--- config.mk ---
export PLATFORM = sky130hd
export DESIGN_NAME = game_mode_ctrl_flat
export DESIGN_NICKNAME = d
export VERILOG_FILES = /design/src/rtl/game_pkg.sv /design/src/rtl/game_mode_ctrl_if.sv /design/src/rtl/onehot_encode.sv /design/src/rtl/game_mode_ctrl.sv /design/src/flat_wrapper.sv
export SDC_FILE = /design/constraint.sdc
export NUM_CORES = 1
export LEC_CHECK = 0
export CORE_MARGIN = 2
export CORE_UTILIZATION = 46
export CTS_CLUSTER_SIZE = 8
export DETAILED_ROUTE_END_ITERATION = 12
export PLACE_DENSITY = 0.85
export RECOVER_POWER = 25
export SLEW_MARGIN = 20
export SYNTH_ARGS = -nofsm -noshare
export SYNTH_HDL_FRONTEND = slang
export SYNTH_HIERARCHICAL = 1
export SYNTH_SLANG_ARGS = --single-unit
--- constraint.sdc ---
create_clock -name clock -period 1.7 [get_ports clock]
set_input_delay 0.34 -clock clock [delete_from_list [all_inputs] [get_ports clock]]
set_output_delay 0.34 -clock clock [all_outputs]
set_load 0.02 [all_outputs]
--- src/rtl/game_pkg.sv ---
// Shared types and defaults for the game mode controller.
// State encoding, default parameter values, small helpers.
package game_pkg;

  typedef enum logic [2:0] {
    S_IDLE = 3'd0,
    S_ARM  = 3'd1,
    S_PLAY = 3'd2,
    S_OVER = 3'd3,
    S_WAIT = 3'd4
  } state_t;

  localparam int DEF_N_LEVELS      = 3;
  localparam int DEF_STABLE_CYCLES = 4;
  localparam int DEF_RESET_CYCLES  = 2;
  localparam int DEF_CNT_W         = 8;

  function automatic int max2(input int a, input int b);
    return (a > b) ? a : b;
  endfunction

endpackage

--- src/rtl/game_mode_ctrl_if.sv ---
// Level request / game status bundle of the mode controller.
// master: switches + maze core side; slave: the controller.
interface game_mode_ctrl_if
  import game_pkg::*;
#(
  parameter int N_LEVELS = DEF_N_LEVELS,
  parameter int CNT_W    = DEF_CNT_W
);

  localparam int IW = $clog2(N_LEVELS);

  logic [N_LEVELS-1:0] level_req;
  logic                game_done;
  logic [N_LEVELS-1:0] play;
  logic [IW-1:0]       level_idx;
  logic                playing;
  logic                external_reset;
  logic [CNT_W-1:0]    games_played;

  modport master (
    output level_req,
    output game_done,
    input  play,
    input  level_idx,
    input  playing,
    input  external_reset,
    input  games_played
  );

  modport slave (
    input  level_req,
    input  game_done,
    output play,
    output level_idx,
    output playing,
    output external_reset,
    output games_played
  );

endinterface

--- src/rtl/onehot_encode.sv ---
// One-hot check and binary encode of an N-bit vector.
// in_vec -> valid (exactly one bit set), idx (its position).
module onehot_encode #(
  parameter int N = 3
) (
  input  logic [N-1:0]         in_vec,
  output logic                 valid,
  output logic [$clog2(N)-1:0] idx
);

  localparam int IW = $clog2(N);

  // x & (x-1) clears the lowest set bit
  assign valid = (in_vec != '0) &&
                 ((in_vec & (in_vec - N'(1))) == '0);

  always_comb begin
    idx = '0;
    for (int i = 0; i < N; i++) begin
      if (in_vec[i]) idx = idx | IW'(i);
    end
  end

endmodule

--- src/rtl/game_mode_ctrl.sv ---
// Difficulty select / game lifecycle controller.
// clock, reset (sync, active-high), bus: game_mode_ctrl_if.slave.
module game_mode_ctrl
  import game_pkg::*;
#(
  parameter int N_LEVELS      = DEF_N_LEVELS,
  parameter int STABLE_CYCLES = DEF_STABLE_CYCLES,
  parameter int RESET_CYCLES  = DEF_RESET_CYCLES,
  parameter int CNT_W         = DEF_CNT_W
) (
  input  logic           clock,
  input  logic           reset,
  game_mode_ctrl_if.slave bus
);

  localparam int IW = $clog2(N_LEVELS);
  localparam int CW =
    $clog2(max2(STABLE_CYCLES, RESET_CYCLES)) + 1;

  state_t              state_q, state_d;
  logic [CW-1:0]       cnt_q, cnt_d;
  logic [N_LEVELS-1:0] cap_q, cap_d;
  logic [IW-1:0]       idx_q, idx_d;
  logic [CNT_W-1:0]    games_q, games_d;

  logic                oh_valid;
  logic [IW-1:0]       oh_idx;

  onehot_encode #(
    .N(N_LEVELS)
  ) u_enc (
    .in_vec (bus.level_req),
    .valid  (oh_valid),
    .idx    (oh_idx)
  );

  always_ff @(posedge clock) begin
    if (reset) begin
      state_q <= S_IDLE;
      cnt_q   <= '0;
      cap_q   <= '0;
      idx_q   <= '0;
      games_q <= '0;
    end else begin
      state_q <= state_d;
      cnt_q   <= cnt_d;
      cap_q   <= cap_d;
      idx_q   <= idx_d;
      games_q <= games_d;
    end
  end

  always_comb begin
    state_d = state_q;
    cnt_d   = cnt_q;
    cap_d   = cap_q;
    idx_d   = idx_q;
    games_d = games_q;
    case (state_q)
      S_IDLE: begin
        cnt_d = '0;
        if (oh_valid) begin
          cap_d   = bus.level_req;
          idx_d   = oh_idx;
          state_d = S_ARM;
        end
      end
      S_ARM: begin
        if (bus.level_req != cap_q) begin
          cnt_d   = '0;
          state_d = S_IDLE;
        end else if (cnt_q == CW'(STABLE_CYCLES - 1)) begin
          cnt_d   = '0;
          state_d = S_PLAY;
        end else begin
          cnt_d = cnt_q + 1'b1;
        end
      end
      S_PLAY: begin
        // only the captured switch matters while playing
        if (bus.game_done || ((bus.level_req & cap_q) == '0)) begin
          cnt_d   = '0;
          state_d = S_OVER;
          if (games_q != '1) games_d = games_q + 1'b1;
        end
      end
      S_OVER: begin
        if (cnt_q == CW'(RESET_CYCLES - 1)) begin
          cnt_d   = '0;
          state_d = S_WAIT;
        end else begin
          cnt_d = cnt_q + 1'b1;
        end
      end
      S_WAIT: begin
        if (bus.level_req == '0) state_d = S_IDLE;
      end
      default: begin
        cnt_d   = '0;
        state_d = S_IDLE;
      end
    endcase
  end

  assign bus.playing        = (state_q == S_PLAY);
  assign bus.external_reset = (state_q == S_OVER);
  assign bus.play           = (state_q == S_PLAY) ? cap_q : '0;
  assign bus.level_idx      =
    ((state_q == S_ARM) || (state_q == S_PLAY)) ? idx_q : '0;
  assign bus.games_played   = games_q;

endmodule

--- src/flat_wrapper.sv ---
// flat-port wrapper written by rule: the top's interface ports become plain ports
module game_mode_ctrl_flat import game_pkg::*;
#(
  parameter int N_LEVELS      = DEF_N_LEVELS,
  parameter int STABLE_CYCLES = DEF_STABLE_CYCLES,
  parameter int RESET_CYCLES  = DEF_RESET_CYCLES,
  parameter int CNT_W         = DEF_CNT_W
)
  (clock, reset, bus_level_req, bus_game_done, bus_play, bus_level_idx, bus_playing, bus_external_reset, bus_games_played);
  game_mode_ctrl_if #(.N_LEVELS(N_LEVELS), .CNT_W(CNT_W)) bus_i ();
  input  logic clock;
  input  logic reset;
  input wire logic [$bits(bus_i.level_req)-1:0] bus_level_req;
  input wire logic [$bits(bus_i.game_done)-1:0] bus_game_done;
  output wire logic [$bits(bus_i.play)-1:0] bus_play;
  output wire logic [$bits(bus_i.level_idx)-1:0] bus_level_idx;
  output wire logic [$bits(bus_i.playing)-1:0] bus_playing;
  output wire logic [$bits(bus_i.external_reset)-1:0] bus_external_reset;
  output wire logic [$bits(bus_i.games_played)-1:0] bus_games_played;
  assign bus_i.level_req = bus_level_req;
  assign bus_i.game_done = bus_game_done;
  assign bus_play = bus_i.play;
  assign bus_level_idx = bus_i.level_idx;
  assign bus_playing = bus_i.playing;
  assign bus_external_reset = bus_i.external_reset;
  assign bus_games_played = bus_i.games_played;
  game_mode_ctrl #(.N_LEVELS(N_LEVELS), .STABLE_CYCLES(STABLE_CYCLES), .RESET_CYCLES(RESET_CYCLES), .CNT_W(CNT_W)) u_core (.clock(clock), .reset(reset), .bus(bus_i));
endmodule
# Word-level counts from Yosys, hierarchy flattened
# Cells that the tools add are included.
# word_totals
ff_bits,19
output_inout_bits,15
elab_cells,52
in_bits,6
# op_classes
n_addsub,3
n_reduce_logical,12
n_eq_ne,13
bitwise,3
mux,16
# op_table
op,n
$mux 3,11
$pmux 3 s5,1
$logic_not 3->1,4
$pmux 3 s4,1
$eq 3x2->1 const B,3
$add 8x1->8 const B,1
$ne 2x1->1 const B,4
$ne 8x8->1 const B,1
$and 3x3->3,2
$eq 3x1->1 const B,2
$reduce_and 5->1,1
$mux 2,2
$reduce_and 2->1,2
$add 3x1->3 const B,1
$eq 3x3->1 const B,1
$ne 3x1->1 const B,1
$ne 3x3->1,1
$reduce_and 3->1,1
$reduce_bool 3->1,1
$sub 3x1->3 const B,1
$logic_or 1x1->1,2
$logic_and 1x1->1,1
$mux 1,1
$not 1->1,1

# Longest topological paths before layout
# Gate-level depths: netlist of the first run.
# logic_depth
depth_word,6
mapped_depth,6
depth_no_buf,6

# Hierarchy
# Netlist of the first run, hierarchy kept.
# modules_own_cells
module,cells_per_inst,area_each_um2,seq_area_each_um2,n_inst
game_mode_ctrl,124,1092.3,380.4,1
onehot_encode,5,36.3,0.0,1

# Worst setup path after synthesis of the first run
# Ideal clock, no wire load.
# synth_timing
kind,input port to flip-flop
start,input port bus_level_req[0]
end,register u_core.games_q[6] (netlist: u_core/bus.games_played[6])
path_slack_ns,-0.068
cell_stages,5
required_ns,1.579
setup_time_ns,0.121
arrival_time_ns,1.648
path_buffers,0
cell_sequence,ha_1 > nor3_1 > o21ai_2 > nor4_1 > mux2_2
# synth_via
elab_chain_cells,4
# synth_rtl
item,line,rtl
start: declaration,flat_wrapper.sv:13,input wire logic [$bits(bus_i.level_req)-1:0] bus_level_req;
$and 3x3->3,game_mode_ctrl.sv:81,if (bus.game_done || ((bus.level_req & cap_q) == '0)) begin
$logic_not 3->1,game_mode_ctrl.sv:81,
$logic_or 1x1->1,game_mode_ctrl.sv:81,
$reduce_and 3->1 (no line),--,
end signal: assignment,game_mode_ctrl.sv:49,games_q <= games_d;
end: declaration,game_mode_ctrl.sv:24,"logic [CNT_W-1:0] games_q, games_d;"
# No other way between the ends.
# A chain may end at the register's enable or synchronous reset.

# Worst setup path in the final report of the first run
# layout_timing
start,register u_core.state_q[0]
end,register u_core.games_q[0] (netlist: u_core/bus.games_played[0])
# layout_via
elab_chain_cells,2
# layout_rtl
item,line,rtl
start: declaration,game_mode_ctrl.sv:20,"state_t state_q, state_d;"
start signal: assignment,game_mode_ctrl.sv:45,state_q <= state_d;
$eq 3x2->1,game_mode_ctrl.sv:59,case (state_q)
$reduce_and 3->1 (no line),--,
# No other way between the ends.

==> metrics, run 1 <==
run status finished with violations; failing checks setup timing; Post-Syn Nets 143; Logic pwr share 42.1%; chip width 53.53 um; maximum clock rate 569.9 MHz; routability cong. 0.8225; Reg-to-Reg Start u_core/state_q[0]; Synth Flop Type dfxtp_1; worst skew pair latency 0.31 ns; dpl cell area 0.001508 mm2; CTS max path bufs 2; nets 190; CTS tree yes; worst-path maximum fanout 7; Routed WL 3.191 mm; Initial Util 49.59%; share of cells above drive strength 1 40.00%; Hold Crit Depth 2; Synthesis Warnings 6; Max-Cap Viols 0; distinct cell type count after synthesis 39; Die ar. 0.002865 mm2; vias per std cell 5.798; EDFF count, synth 0; hold wc startpoint u_core/idx_q[1]; Final ANT Viol Nets 0; Post-Route Setup TNS -0.1581 ns; CP peak stage delay 0.37 ns; Final Cycle Share 103.2%; sequential power share 39.7%; clk slew on worst S/H paths 0.12 ns; Leak Pwr 0.7024 nW; core area 0.002276 mm2; CP cell instances nor3b_4, buf_4, buf_6, o21ai_4, buf_6, or3_1, a21oi_1; Final WS setup -0.05470 ns; diodes inserted 0; Worst Hold Path EP u_core/idx_q[1]; first-pass GRT wire length 4.774 mm; Setup Skew 0.01533 ns; Startpoint Class flop; area fraction of the dominant cell type after synthesis 33.70%; switching fraction of total power 34.65%; 1st-iter DRT viols 41; Slew HR 75.43%; # H-tree levels 1; Buffers & Inverters on Critical Path 3; most common cell in the synthesized netlist dfxtp_1; NetSw 0.4575 mW; RSZ-0062 raised after global routing true; drt drc 0; Fill cells 174; endpoints failing setup 6; num ports 21; CTS Buf Count 3; GRT Util Overall 22.87%; Synth Register Bits 19; crit path launch u_core/state_q[0]; Hold Path Class flop to flop; cell accounting for the most synthesized area dfxtp_1; Min Clock Period, post-route 1.755 ns; Crit. End Element flop; top cells by count, synth 19 x dfxtp_1, 15 x nor2_1, 8 x ha_1; critical path's top delay family simple AND/OR/NAND/NOR gates; Worst path most repeated cell buf_6; sequential element share of the synthesized area 33.70%; Tightest Pin Transition 0.3675 ns; Async SR Flop Fraction 0%; Std-Cell Rows 17; crit path max-delay cell type dfxtp_4; Die Ht 53.53 um; Layout area overhead 48.89%; via count 1,177; R2R Setup Slk -0.05 ns; # placed instances 191; Setup CP Type flop to flop; Post-Layout Cell Count 203; Clk pwr share 18.2%; maximum vdd drop 0.6386 mV; Pint 0.8630 mW; Cells after Synth 129; post-route cell area 0.001680 mm2; CTS Root Cell clkbuf_4; Worst Path Arrival 1.99 ns; number of port buffers 20; Slew Limit Fails 0; DR pass1 iterations 4; dpl hpwl 2.017 mm; vias in the first global route 1,134; Netlist Area Pre-Place 0.001129 mm2; CP Data Required Time 1.93 ns; total power 1.321 mW; Congestion Overflow GR 0; post-place setup slack -0.5804 ns; Avg WL per Cell 15.72 um; initial antenna violation count 0; Hold Violations, Final 0; P per Cell Area 785.8 mW/mm2; # clock sinks 19; worst r2r dst u_core/bus.games_played[0]; worst-case reg-to-reg path depth 7; largest net degree at the start of global routing 12; Area contributors post-synth dfxtp_1 34%, ha_1 8.9%, mux2i_1 5.3%; Synth Area per Inst 8.749 um2
-- what timing repair did --
item                       in CTS  in global routing
setup endpoints to repair      26                 18
setup buffers                   6                  3
hold buffers                    0                  0
gates resized for setup        49                 28
pin swaps                      10                 10
-- area by class of cell --
class | instances | area [um2] | area share, %
Multi-Input combinational cell | 98 | 818.3 | 48.70
Sequential cell | 19 | 391.6 | 23.31
Timing Repair Buffer | 48 | 385.4 | 22.93
Tap cell | 28 | 35.03 | 2.085
Clock buffer | 3 | 22.52 | 1.340
Inverter | 6 | 22.52 | 1.340
Clock inverter | 1 | 5.005 | 0.2978
-- cell families after synthesis --
family                     share of synthesized area (%)
DFF                                                33.70
buffers and inverters                              4.878
AOI/OAI and AO/OA                                  16.63
adders and majority gates                          8.870
muxes                                              8.315
xor gates and xnor gates                           1.552
and+or+nand+nor                                    26.05
-- through the flow --
stage	hold slack [ns]	util, %
after global placement	0.4702	66.25
after CTS	0.5134	69.76
after floorplan	0.4515	-
after global routing	0.5358	73.83
final	0.5100	73.83
after detailed placement	0.4827	66.25
-- worst max-delay path by stage --
stage	end	slack [ns]	depth (start not counted)
CTS	u_core/cnt_q[0]	0.003	6
global route	bus_play[0]	-0.08	4
global placement	u_core/bus.games_played[5]	-0.48	6
detailed placement	u_core/bus.games_played[5]	-0.58	6
finish	u_core/bus.games_played[0]	-0.05	7
floorplan	u_core/bus.games_played[5]	-0.03	5
-- routing by layer --
metal / up-vias / routed length [um] / GRT usage (%)
met5: - / 0 / 0
li1: 557 / - / -
met3: 16 / 191 / 5.833
met2: 48 / 1635 / 42.39
met4: 0 / 97 / 8.547
met1: 556 / 1267 / 24.74
-- power groups by stage --
stage	sequential, mW	combinational, mW	clock [mW]
5_1_grt	0.531	0.597	0.260
6_report	0.524	0.556	0.240
2_1_floorplan	0.527	0.276	0
4_1_cts	0.520	0.502	0.243
3_3_place_gp	0.528	0.435	0
3_5_place_dp	0.532	0.452	0
-- worst register-to-register path, cell delays in order (launching register included) --
cell and delay [ns]:
dfxtp_4 0.37, nor3b_4 0.30, buf_4 0.18, buf_6 0.10, o21ai_4 0.10, buf_6 0.15
or3_1 0.34, a21oi_1 0.13
-- placed cells by master, fill, tap and decap left out, types with 2 or more instances in the layout --
cell             instances
nand3_1                  5
clkdlybuf4s50_1          4
nand2b_1                 4
ha_1                     4
nand2_1                  4
nor2b_1                  3
and2_1                   3
or3_1                    3
clkbuf_4                 3
clkbuf_1                 2
nor4_2                   2
nor2_1                  15
buf_4                   24
dlygate4sd2_1            8
a21oi_1                  4
and2_4                   2
or4_4                    3
dfxtp_2                  6
ha_2                     3
o21a_1                   3
inv_1                    6
mux2i_1                  6
buf_6                    6
o21ai_0                  4
dfxtp_1                 12
buf_2                    3
a21oi_2                  2
mux2_2                   2
a22o_1                   2
-- state kept, by name, indices dropped and copies added, names as in the netlist --
register and count:
u_core/cnt_q 3, u_core/state_q 3, u_core/bus.games_played 8, u_core/idx_q 2, u_core/cap_q 3
Note: power is estimated with default switching activity, not from simulation.
==> inputs of run 2 (changes only) <==
--- a/config.mk
+++ b/config.mk
@@ -11,7 +11,6 @@
 export DETAILED_ROUTE_END_ITERATION = 12
 export PLACE_DENSITY = 0.85
 export RECOVER_POWER = 25
-export SLEW_MARGIN = 20
 export SYNTH_ARGS = -nofsm -noshare
 export SYNTH_HDL_FRONTEND = slang
 export SYNTH_HIERARCHICAL = 1
==> results of run 2 <==
The final DEF is identical to that of run 1; final timing and power are the same.
==> inputs of run 3 (changes only) <==
--- a/config.mk
+++ b/config.mk
@@ -9,6 +9,7 @@
 export CORE_UTILIZATION = 46
 export CTS_CLUSTER_SIZE = 8
 export DETAILED_ROUTE_END_ITERATION = 12
+export MAX_ROUTING_LAYER = met4
 export PLACE_DENSITY = 0.85
 export RECOVER_POWER = 25
 export SYNTH_ARGS = -nofsm -noshare
==> metrics, run 3 (synthesized netlist as in run 1, its figures left out) <==
run status finished with violations; failing checks setup timing; GRT Util Overall 23.53% (+0.66 points); nets 190 (unchanged); Congestion Overflow GR 0 (unchanged); Hold Path Class flop to flop; vias per std cell 5.685 (-2.0%); CTS Buf Count 3 (unchanged); Min Clock Period, post-route 1.761 ns (+0.006481 ns); Worst Path Arrival 1.99 ns (about the same); initial antenna violation count 0 (unchanged); core area 0.002276 mm2 (unchanged); Post-Layout Cell Count 203 (unchanged); Setup CP Type flop to flop; Tightest Pin Transition 0.3608 ns (-0.006642 ns); RSZ-0062 raised after global routing true; Startpoint Class flop; drt drc 0 (unchanged); Reg-to-Reg Start u_core/state_q[0]; dpl hpwl 2.017 mm (unchanged); Hold Violations, Final 0 (unchanged); Final ANT Viol Nets 0 (unchanged); maximum clock rate 567.8 MHz (-0.37%); Routed WL 3.165 mm (-0.81%); # H-tree levels 1 (unchanged); maximum vdd drop 0.6399 mV (+0.20%); chip width 53.53 um (unchanged); DR pass1 iterations 4 (unchanged); Slew Limit Fails 0 (unchanged); most frequent cells in the layout 24 x buf_4, 15 x nor2_1, 12 x dfxtp_1; share of cells above drive strength 1 40.00% (unchanged); Std-Cell Rows 17 (unchanged); worst skew pair latency 0.30 ns (about the same); hold wc startpoint u_core/idx_q[1]; crit path launch u_core/state_q[0]; Max-Cap Viols 0 (unchanged); P per Cell Area 783.9 mW/mm2 (-0.25%); routability cong. 0.8349 (+1.5%); CTS Root Cell clkbuf_4; max reg flops 8 (unchanged); num ports 21 (unchanged); Post-Route Setup TNS -0.1797 ns (-0.02166 ns); Slew HR 75.87% (+0.44 points); cts hold-fix bufs 0 (unchanged); CTS tree yes; Crit. End Element flop; CP Data Required Time 1.93 ns (about the same); endpoints failing setup 6 (unchanged); Initial Util 49.59% (unchanged); Die Ht 53.53 um (unchanged); # clock sinks 19 (unchanged); clk slew on worst S/H paths 0.12 ns (about the same); diodes inserted 0 (unchanged); Final Cycle Share 103.6% (+0.38 points); leading cell type in the layout, fill and taps excluded buf_4; first-pass GRT wire length 4.774 mm (unchanged); Avg WL per Cell 15.59 um (-0.81%); via count 1,154 (-2.0%); Die ar. 0.002865 mm2 (unchanged); vias in the first global route 1,135 (+0.088%); # placed instances 191 (unchanged); Final WS setup -0.06118 ns (-0.006481 ns); number of port buffers 20 (unchanged); Leak Pwr 0.7024 nW (unchanged); Layout area overhead 48.89% (unchanged); largest net degree at the start of global routing 12 (unchanged); CTS max path bufs 2 (unchanged); 1st-iter DRT viols 34 (-17%); Setup Skew 0.01429 ns (-0.001037 ns); worst-path maximum fanout 7 (unchanged); total power 1.317 mW (-0.25%)
[run 3: cell counts in the layout (fill, tap and decap cells not counted)]
Identical to the previous run, type by type.
[run 3: stage by stage]
stage | area (um2) | setup slack, ns | hold slack (ns) | utilization (%)
floorplan | 1167 | -0.03146 | 0.4515 | -
global placement | 1508 | -0.4827 | 0.4702 | 66.25
detailed placement | 1508 | -0.5804 | 0.4827 | 66.25
CTS | 1588 | 0.002811 | 0.5134 | 69.76
global route | 1680 | -0.07737 | 0.5358 | 73.83
finish | 1680 | -0.06118 | 0.5150 | 73.83
[run 3: path summary, 6_finish.rpt]
kind | end | slack (ns) | cells after the start
worst max-delay path | u_core/bus.games_played[0] | -0.06 | 7
worst max register to register | u_core/bus.games_played[0] | -0.06 | 7
worst min-delay path | u_core/idx_q[1] | 0.52 | 2
worst min register to register | u_core/idx_q[1] | 0.52 | 2
[run 3: final cells by class]
| type | count | area [um2] |
|---|---|---|
| clock inverters | 1 | 5.005 |
| multi-input cells | 98 | 818.3 |
| clock buffers | 3 | 22.52 |
| fillers | 174 | 595.6 |
| well taps | 28 | 35.03 |
| flip-flops and latches | 19 | 391.6 |
| repair buffers | 48 | 385.4 |
| inverters | 6 | 22.52 |
[run 3: worst max-delay path: stages, from the launching register on]
cell	delay, ns
dfxtp_4	0.37
nor3b_4	0.30
buf_4	0.18
buf_6	0.10
o21ai_4	0.10
buf_6	0.15
or3_1	0.34
a21oi_1	0.13
[run 3: layer usage]
layer  share of wire (%)  up-vias  routed length [um]  global-route usage, %
met3                 4.5        6                 143                  5.278
met5                   0        -                   0                      -
li1                    -      558                   -                      -
met1                  41      552                1311                  25.09
met2                  52       38                1661                  42.39
met4                 1.5        0                  49                  8.547
[run 3: repair_timing]
action / CTS / global route
resized for setup: 49 / 28
setup endpoints to repair: 26 / 18
setup buffers: 6 / 3
pin swaps: 10 / 10
hold endpoints to repair: 0 / 0
gates cloned: 0 / 0
[run 3: power breakdown]
group / internal [mW] / switching [mW] / total, mW
clock network: 0.0877 / 0.147 / 0.235
registers: 0.491 / 0.0333 / 0.524
logic: 0.284 / 0.274 / 0.558
total: 0.863 / 0.454 / 1.32
